## src/rtl/io_port_bank_pkg.sv

```systemverilog
`default_nettype none
// ---------------------------------------------------------------------------
// io_port_bank_pkg : sizing helpers shared by the I/O port bank and its FIFOs
// Revision: 1.0
// ---------------------------------------------------------------------------
package io_port_bank_pkg;

    // Channel select width; a single channel still needs one select bit.
    function automatic int ch_bits(input int channels);
        return (channels <= 1) ? 1 : $clog2(channels);
    endfunction

    function automatic int ptr_bits(input int depth);
        return (depth <= 1) ? 1 : $clog2(depth);
    endfunction

endpackage
`default_nettype wire

```

## src/rtl/io_port_bank_fifo.sv

```systemverilog
`default_nettype none
// ---------------------------------------------------------------------------
// io_fifo : first-word fall-through FIFO with synchronous clear
// Revision: 1.0
// ---------------------------------------------------------------------------
module io_fifo
    import io_port_bank_pkg::*;
#(
    parameter int WIDTH = 32,
    parameter int DEPTH = 4
) (
    input  logic             clk,
    input  logic             clr,
    input  logic             push,
    input  logic [WIDTH-1:0] push_data,
    input  logic             pop,
    output logic [WIDTH-1:0] head,
    output logic             full,
    output logic             empty
);
    localparam int PTR_BITS = ptr_bits(DEPTH);
    localparam int CNT_BITS = PTR_BITS + 1;
    localparam logic [CNT_BITS-1:0] C_DEPTH = CNT_BITS'(DEPTH);

    logic [WIDTH-1:0]    r_mem [DEPTH];
    logic [PTR_BITS-1:0] r_wr_ptr;
    logic [PTR_BITS-1:0] r_rd_ptr;
    logic [CNT_BITS-1:0] r_count;
    logic                w_push;
    logic                w_pop;

    assign full   = (r_count == C_DEPTH);
    assign empty  = (r_count == '0);
    // Fullness is judged at the edge, so a pop in the same cycle never frees room for a push.
    assign w_push = push & ~full;
    assign w_pop  = pop & ~empty;
    assign head   = r_mem[r_rd_ptr];

    always_ff @(posedge clk) begin
        if (w_push && !clr) begin
            r_mem[r_wr_ptr] <= push_data;
        end
    end

    always_ff @(posedge clk) begin
        if (clr) begin
            r_wr_ptr <= '0;
            r_rd_ptr <= '0;
            r_count  <= '0;
        end else begin
            if (w_push) begin
                r_wr_ptr <= r_wr_ptr + 1'b1;
            end
            if (w_pop) begin
                r_rd_ptr <= r_rd_ptr + 1'b1;
            end
            case ({w_push, w_pop})
                2'b10:   r_count <= r_count + 1'b1;
                2'b01:   r_count <= r_count - 1'b1;
                default: r_count <= r_count;
            endcase
        end
    end

endmodule
`default_nettype wire

```

## src/rtl/io_port_bank.sv

```systemverilog
`default_nettype none
// ---------------------------------------------------------------------------
// io_port_bank : CHANNELS buffered input/output ports between CPU and board I/O
// Revision: 1.0
// ---------------------------------------------------------------------------
module io_port_bank
    import io_port_bank_pkg::*;
#(
    parameter int WIDTH    = 32,
    parameter int CHANNELS = 2,
    parameter int DEPTH    = 4,
    parameter int BLOCKING = 1
) (
    input  logic                          clk,
    input  logic                          clr,
    input  logic [CHANNELS*WIDTH-1:0]     ext_in_data,
    input  logic [CHANNELS-1:0]           ext_in_valid,
    output logic [CHANNELS-1:0]           ext_in_ready,
    output logic [CHANNELS*WIDTH-1:0]     ext_out_data,
    output logic [CHANNELS-1:0]           ext_out_valid,
    input  logic [CHANNELS-1:0]           ext_out_ready,
    input  logic [ch_bits(CHANNELS)-1:0]  cpu_channel,
    input  logic                          cpu_rd,
    output logic [WIDTH-1:0]              cpu_rd_data,
    input  logic                          cpu_wr,
    input  logic [WIDTH-1:0]              cpu_wr_data,
    output logic                          cpu_stall,
    input  logic                          err_clear,
    output logic [CHANNELS-1:0]           err_underflow,
    output logic [CHANNELS-1:0]           err_overflow
);
    logic [WIDTH-1:0]    w_in_head   [CHANNELS];
    logic [WIDTH-1:0]    r_last_read [CHANNELS];
    logic [CHANNELS-1:0] w_in_full;
    logic [CHANNELS-1:0] w_in_empty;
    logic [CHANNELS-1:0] w_out_full;
    logic [CHANNELS-1:0] w_out_empty;
    logic [CHANNELS-1:0] w_in_pop;
    logic [CHANNELS-1:0] w_out_push;
    logic [CHANNELS-1:0] w_uf_set;
    logic [CHANNELS-1:0] w_of_set;
    logic [CHANNELS-1:0] r_err_uf;
    logic [CHANNELS-1:0] r_err_of;
    logic                w_ch_ok;

    generate
        for (genvar k = 0; k < CHANNELS; k++) begin : g_ch
            io_fifo #(.WIDTH(WIDTH), .DEPTH(DEPTH)) u_in_fifo (
                .clk       (clk),
                .clr       (clr),
                .push      (ext_in_valid[k]),
                .push_data (ext_in_data[k*WIDTH +: WIDTH]),
                .pop       (w_in_pop[k]),
                .head      (w_in_head[k]),
                .full      (w_in_full[k]),
                .empty     (w_in_empty[k])
            );

            io_fifo #(.WIDTH(WIDTH), .DEPTH(DEPTH)) u_out_fifo (
                .clk       (clk),
                .clr       (clr),
                .push      (w_out_push[k]),
                .push_data (cpu_wr_data),
                .pop       (ext_out_ready[k]),
                .head      (ext_out_data[k*WIDTH +: WIDTH]),
                .full      (w_out_full[k]),
                .empty     (w_out_empty[k])
            );

            always_ff @(posedge clk) begin
                if (clr) begin
                    r_last_read[k] <= '0;
                end else if (w_in_pop[k]) begin
                    r_last_read[k] <= w_in_head[k];
                end
            end
        end
    endgenerate

    assign ext_in_ready  = ~w_in_full;
    assign ext_out_valid = ~w_out_empty;
    assign w_ch_ok       = (int'(cpu_channel) < CHANNELS);

    // A stall holds the whole instruction step, so neither FIFO moves while it is asserted;
    // otherwise a re-presented read/write pair would duplicate the half that succeeded.
    always_comb begin
        w_in_pop    = '0;
        w_out_push  = '0;
        w_uf_set    = '0;
        w_of_set    = '0;
        cpu_rd_data = '0;
        cpu_stall   = 1'b0;
        if (w_ch_ok) begin
            if (cpu_rd) begin
                if (!w_in_empty[cpu_channel]) begin
                    cpu_rd_data = w_in_head[cpu_channel];
                end else if (BLOCKING == 0) begin
                    cpu_rd_data           = r_last_read[cpu_channel];
                    w_uf_set[cpu_channel] = 1'b1;
                end
            end
            if (cpu_wr && w_out_full[cpu_channel] && (BLOCKING == 0)) begin
                w_of_set[cpu_channel] = 1'b1;
            end
            cpu_stall = (BLOCKING != 0) &&
                        ((cpu_rd && w_in_empty[cpu_channel]) ||
                         (cpu_wr && w_out_full[cpu_channel]));
            if (!cpu_stall) begin
                w_in_pop[cpu_channel]   = cpu_rd && !w_in_empty[cpu_channel];
                w_out_push[cpu_channel] = cpu_wr && !w_out_full[cpu_channel];
            end
        end
    end

    // A new error in the same cycle as err_clear survives the clear.
    always_ff @(posedge clk) begin
        if (clr) begin
            r_err_uf <= '0;
            r_err_of <= '0;
        end else begin
            r_err_uf <= (err_clear ? '0 : r_err_uf) | w_uf_set;
            r_err_of <= (err_clear ? '0 : r_err_of) | w_of_set;
        end
    end

    assign err_underflow = r_err_uf;
    assign err_overflow  = r_err_of;

endmodule
`default_nettype wire

```

## config.mk

```make
export PLATFORM = sky130hd
export DESIGN_NAME = io_port_bank
export DESIGN_NICKNAME = d
export VERILOG_FILES = /design/src/rtl/io_port_bank_pkg.sv /design/src/rtl/io_port_bank_fifo.sv /design/src/rtl/io_port_bank.sv
export SDC_FILE = /design/constraint.sdc
export NUM_CORES = 1
export LEC_CHECK = 0
export ABC_AREA = 1
export BUFFER_PORTS_ARGS = -buffer_cell sky130_fd_sc_hd__buf_4
export CAP_MARGIN = 20
export CORE_MARGIN = 2
export CORE_UTILIZATION = 52
export DETAILED_ROUTE_END_ITERATION = 16
export GPL_TIMING_DRIVEN = 0
export PLACE_DENSITY = 0.72
export SYNTH_ARGS = -nofsm -noshare
export SYNTH_HDL_FRONTEND = slang
export SYNTH_SLANG_ARGS = --single-unit
```

## constraint.sdc

```tcl
create_clock -name clk -period 4.4 [get_ports clk]
set_input_delay 0.88 -clock clk [delete_from_list [all_inputs] [get_ports clk]]
set_output_delay 0.88 -clock clk [all_outputs]
set_load 0.01 [all_outputs]
```

Word-level counts from Yosys, hierarchy flattened
Memories as Yosys holds them, arrays and structs flattened. A register that Yosys moved wholly into a read port is not among the register bits.
Index checks and enable logic that the tools add are counted.
- output and inout bits: 105
- memories: 4
- bits in writable memories: 512
- input port bits: 106
- register bits: 28
- memory list (name ; depth ; bits a word ; rd ports ; clocked after memory_dff ; wr ports ; RTL line ; RTL):
    g_ch[0].u_in_fifo.r_mem ; 4 ; 32 ; 1 ; 1 ; 1 ; io_port_bank_fifo.sv:25 ; logic [WIDTH-1:0] r_mem [DEPTH];
    g_ch[0].u_out_fifo.r_mem ; 4 ; 32 ; 1 ; 1 ; 1 ; io_port_bank_fifo.sv:25 ;
    g_ch[1].u_in_fifo.r_mem ; 4 ; 32 ; 1 ; 1 ; 1 ; io_port_bank_fifo.sv:25 ;
    g_ch[1].u_out_fifo.r_mem ; 4 ; 32 ; 1 ; 1 ; 1 ; io_port_bank_fifo.sv:25 ;
- equality and inequality tests: 12
- bitwise gates (word level): 21
- add/sub/neg operators: 16
- reduce and logical (&&, ||, !) cells: 21
- multiplexer cells: 33
- magnitude comparators: 3
- operators by type and width (cell ; count):
    $mux W32 ; 5
    $pmux W3 S2 ; 4
    $mux W2 ; 10
    $add A2 B1 Y2 const B ; 8
    $mux W1 ; 13
    $add A3 B1 Y3 const B ; 4
    $eq A3 B3 Y1 const B ; 4
    $logic_not A3 Y1 ; 4
    $sub A3 B1 Y3 const B ; 4
    $logic_and A1 B1 Y1 ; 9
    $and A1 B1 Y1 ; 8
    $eq A2 B1 Y1 const B ; 4
    $eq A2 B2 Y1 const B ; 4
    $not A1 Y1 ; 8
    $reduce_bool A2 Y1 ; 4
    $and A2 B2 Y2 ; 2
    $not A2 Y2 ; 2
    $logic_not A1 Y1 ; 3
    $ge A2 B2 Y1 const B ; 1
    $lt A1 B2 Y1 const B ; 1
    $not A1 Y2 ; 1
    $demux W1 S1 ; 1
    $ge A1 B1 Y1 const B ; 1
    $logic_or A1 B1 Y1 ; 1

Depth between registers and ports, before layout
- depth in word-level cells: 11
- gate-level depth with buffers: 14

Cells and area by module
From an unflattened synthesis, not the netlist that was laid out.
- cell total of the unflattened synthesis: 1706
- area, all modules: 22006.1 um2
- by module, submodules not included (module ; area an instance (um2) ; times used ; cells an instance):
    io_fifo ; 5292.6 ; 4 ; 384
    io_port_bank ; 835.8 ; 1 ; 170

Worst setup path before layout
No wires, ideal clock.
- kind: input to register
- from: in cpu_channel
- to: mem g_ch[1].u_out_fifo.r_mem[0][0], enable pin
- stages on the path: 5
- slack: 1164 ps
- data arrival time: 2815 ps
- path buffers: 1
- path through: buf_4 -> nand2_1 -> nor2_2 -> nand3_1 -> nor2_1
- word-level cells in the longest chain between the ends: 10
- elaborated cells between the ends (all ways): 20
- those cells by class: order compare: 2; mux: 9; bitwise: 2; reduce/logical: 7
- ends and longest elaborated chain (what ; RTL line ; RTL):
    start: declaration ; io_port_bank.sv:22 ; input logic [ch_bits(CHANNELS)-1:0] cpu_channel,
    $lt A1 B2 Y1 (implied by the code), or another cell as far along ; io_port_bank.sv:110 ; w_out_push[cpu_channel] = cpu_wr && !w_out_full[cpu_channel];
    $logic_and A1 B1 Y1 or $mux W1 (tied branches) ; io_port_bank.sv:110, io_port_bank.sv:107 ;
    $mux W1 (implied by the code) or $logic_not A1 Y1 (tied branches) ; io_port_bank.sv:110 ;
    $demux W1 S1 or $logic_and A1 B1 Y1 (tied branches) ; io_port_bank.sv:110 ;
    $and A2 B2 Y2 (no line) ; n/a ;
    $mux W2 (*) ; io_port_bank.sv:108 ; if (!cpu_stall) begin
    $and A1 B1 Y1 (*) ; io_port_bank_fifo.sv:35 ; assign w_push = push & ~full;
    $logic_and A1 B1 Y1 (*) ; io_port_bank_fifo.sv:40 ; if (w_push && !clr) begin
    $mux W1 (*) ; io_port_bank_fifo.sv:40 ;
    $mux W1 (implied by the code) (*) ; io_port_bank_fifo.sv:41 ; r_mem[r_wr_ptr] <= push_data;
    end: declaration ; io_port_bank_fifo.sv:25 ;
Mark *: on every way between the ends. The rest lies on a longest branch, timed or not. The select of a mux whose other input is x is not followed.

==> run metrics <==
Crit-path slowest cell=clkbuf_1; crit path max fanout=10; Flop pwr share=about 47%; Yosys reg bits=548; outcome=completed; Worst-Margin Slew=0.6573 ns; Worst Skew=approximately 0.013 ns; Worst-path clk slew=0.06 ns; largest net degree at the start of global routing=29; dpl cell area=about 24000 µm²; leading cell type in the layout, fill and taps excluded=edfxtp_1; met1 Use GR=30.82%; Post-CTS Setup Bufs=0; most frequent cells in the layout=edfxtp_1 (512), nor2_1 (372), o21ai_0 (228), buf_4 (214), o22ai_1 (96); Final Hold Viols=0; Mapped Cells=1632; Starting Density=52.56%; max frequency=between 0.2 and 0.3 GHz; r2r worst-path depth=7; Startpoint Class=flop; Fin Setup TNS=0 ns; met2 Track Usage GR=43.06%; Die H=206.9 µm; row count=74; fin worst setup slack=1.042 ns; Final Cycle Share=roughly three quarters; CP required=3.52 ns; worst hold start=g_ch[1].u_out_fifo.r_rd_ptr[1]; RR Endpoint=g_ch[0].u_out_fifo.r_mem[2][24]; critical path buffer and inverter count=4; core area=just over 40000 µm²; vias per inst=around 5.7; RD Place Congestion=roughly 0.83; number of global-route vias before repair=13869; IO buf count=just over 200; Post-DRT Antenna Nets=0; WHS Path Cells=2; Peak VDD IR=~360 µV; met3 global-route usage=4.474%; max-slew violations=0; TritonCTS clock tree=yes; hold buffers post-CTS=0; Die X=just over 200 µm; Total Nets Final=2042; crit path kind=flop to output pin; Synth Flop Type=edfxtp_1; Post-Syn Area=21410 µm²; # IOs=211; HP Class=flop to flop; post-synthesis sequential area ratio=75.16%; Critical Path End Type=output pin; Vias=14111; EDFF count, synth=512; final setup vio count=0; die area=42820 µm²; R2R Path Start=g_ch[0].u_out_fifo.r_count[1]; dpl ws=1.125 ns; synth warn=0; initial antenna violation count=4; crit path cell chain=buf_2, inv_2, clkbuf_1, o21ai_0, o22ai_1, buf_4; busiest grt layer=met2; Rel. slew slack=56.07%; Avg Cell Area, Syn=13.12 µm²; Critical Path AT=~2.5 ns; total track usage=24.88%; synth unique cells=32; FFs w/ async S/R, synth=0%; sw frac=26.03%; layout cells sized above 1=approximately a fifth; Sink Count=548; Resized Gates After CTS=0; PwrDens=487.5 nW/µm²; clock power share=36.4%; critical path's top delay family=buffers and inverters; First DRT Iteration DRCs=1323; r2r setup slk=2.09 ns; first-pass GRT wire length=just under 80 mm; HPWL after DPL=34.75 mm; RSZ-0062 raised after global routing=false; Static Leak=0.009118 µW; MaxCap Viol Count=0; WHS Endpoint=g_ch[1].u_out_fifo.r_rd_ptr[1]; worst skew pair latency=roughly 0.6 ns; H-Tree Depth=2; WL final=53.13 mm; CP max stage delay=0.54 ns; Max Root-Sink Buffers=3; P_int=around 9300 µW; cell at the root of the clock tree=clkbuf_16; sw power=around 3300 µW; area grow syn2layout=20.81%; DR pass1 iterations=5; total congestion overflow=0; Comb pwr share=16.5%; CTS Buf Count=between 50 and 60; final worst path period need=3.358 ns; DRC viols=0; Design Area, Final=25870 µm²; per-cell routed wire length=21.38 µm
## flip-flops by register name, summed over array words and instances (netlist names), named ones only
name,cells
g_ch.u_out_fifo.r_wr_ptr,4
g_ch.u_in_fifo.r_mem,256
g_ch.u_in_fifo.r_wr_ptr,4
g_ch.u_in_fifo.r_rd_ptr,4
g_ch.u_in_fifo.r_count,6
g_ch.u_out_fifo.r_rd_ptr,4
g_ch.u_out_fifo.r_mem,256
g_ch.u_out_fifo.r_count,6
## stage by stage
step / total power, µW / util [%] / cells / hold WS (ns)
2_1_floorplan: 7113 / - / 1635 / 0.4415
3_3_place_gp: 8041 / 57.99 / 2371 / 0.4523
3_5_place_dp: 8133 / 59.18 / 2387 / 0.4660
6_report: 12610 / 63.50 / 2485 / 0.4753
4_1_cts: 12700 / 63.49 / 2483 / 0.4486
5_1_grt: 13090 / 63.50 / 2484 / 0.4646
## how the worst max path moves through the flow
| stage | start | depth (start not counted) | endpoint | slack [ns] |
|---|---|---|---|---|
| final | flop | 6 | ext_out_data[34] | 1.04 |
| after global routing | flop | 6 | ext_out_data[52] | 0.94 |
| after CTS | flop | 6 | ext_out_data[52] | 1.02 |
| after detailed placement | cpu_channel | 8 | cpu_rd_data[30] | 1.12 |
| after global placement | cpu_channel | 7 | g_ch[1].u_out_fifo.r_mem[0][4] | -0.28 |
| after floorplan | cpu_channel | 5 | g_ch[1].u_out_fifo.r_mem[0][0] | 1.16 |
## synthesized netlist by cell type, types with 10 or more instances
cell | count | share of area, %
o21ai_0 | 228 | 5.3
buf_2 | 35 | 0.82
ha_1 | 20 | 1.2
o211ai_1 | 32 | 1.1
inv_1 | 46 | 0.81
edfxtp_1 | 512 | 72
buf_4 | 10 | 0.35
dfxtp_1 | 36 | 3.4
nand2_1 | 56 | 0.98
o21ai_1 | 46 | 1.1
nand3_1 | 15 | 0.35
nor2_1 | 388 | 6.8
o22ai_1 | 96 | 2.8
clkbuf_1 | 34 | 0.60
a21oi_1 | 29 | 0.68
## layout make-up
type	instances	area (µm²)
Antenna cell	2	5.005
Fill cell	2980	14870
Clock inverter	29	294.0
Buffer	95	510.5
Multi-Input combinational cell	937	4731
Sequential cell	548	16100
Inverter	55	209.0
Timing Repair Buffer	220	1897
Clock buffer	67	1464
Tap cell	532	665.6
## cell families after synthesis
| family | share of synthesized area (%) |
|---|---|
| buffers and inverters | 3.360 |
| xor gates and xnor gates | 0.1227 |
| AOI/OAI and AO/OA | 11.14 |
| DFF | 75.16 |
| and+or+nand+nor | 8.659 |
| other | 0.01751 |
| adders and majority gates | 1.543 |
## power by group through the flow
stage | Sequential (µW) | Clock, µW | Combinational (µW)
final | 5940 | 4590 | 2090
after global routing | 5950 | 4870 | 2280
after CTS | 5940 | 4660 | 2100
after detailed placement | 6040 | 0 | 2090
after global placement | 6050 | 0 | 1990
after floorplan | 6030 | 0 | 1080
## metal layers
metal | up-vias | routed length (µm) | share of wire (%)
met1 | 6867 | 20070 | 38
met3 | 118 | 4036 | 7.6
met2 | 605 | 26940 | 51
li1 | 6515 | - | -
met5 | - | 39 | 0.073
met4 | 6 | 2040 | 3.8
## tightest hold or removal path, stage by stage (launching register included)
cell,delay (ns)
dfxtp_1,0.29
inv_1,0.06
a21oi_1,0.07
No activity file was read; power rests on OpenSTA's default activity.
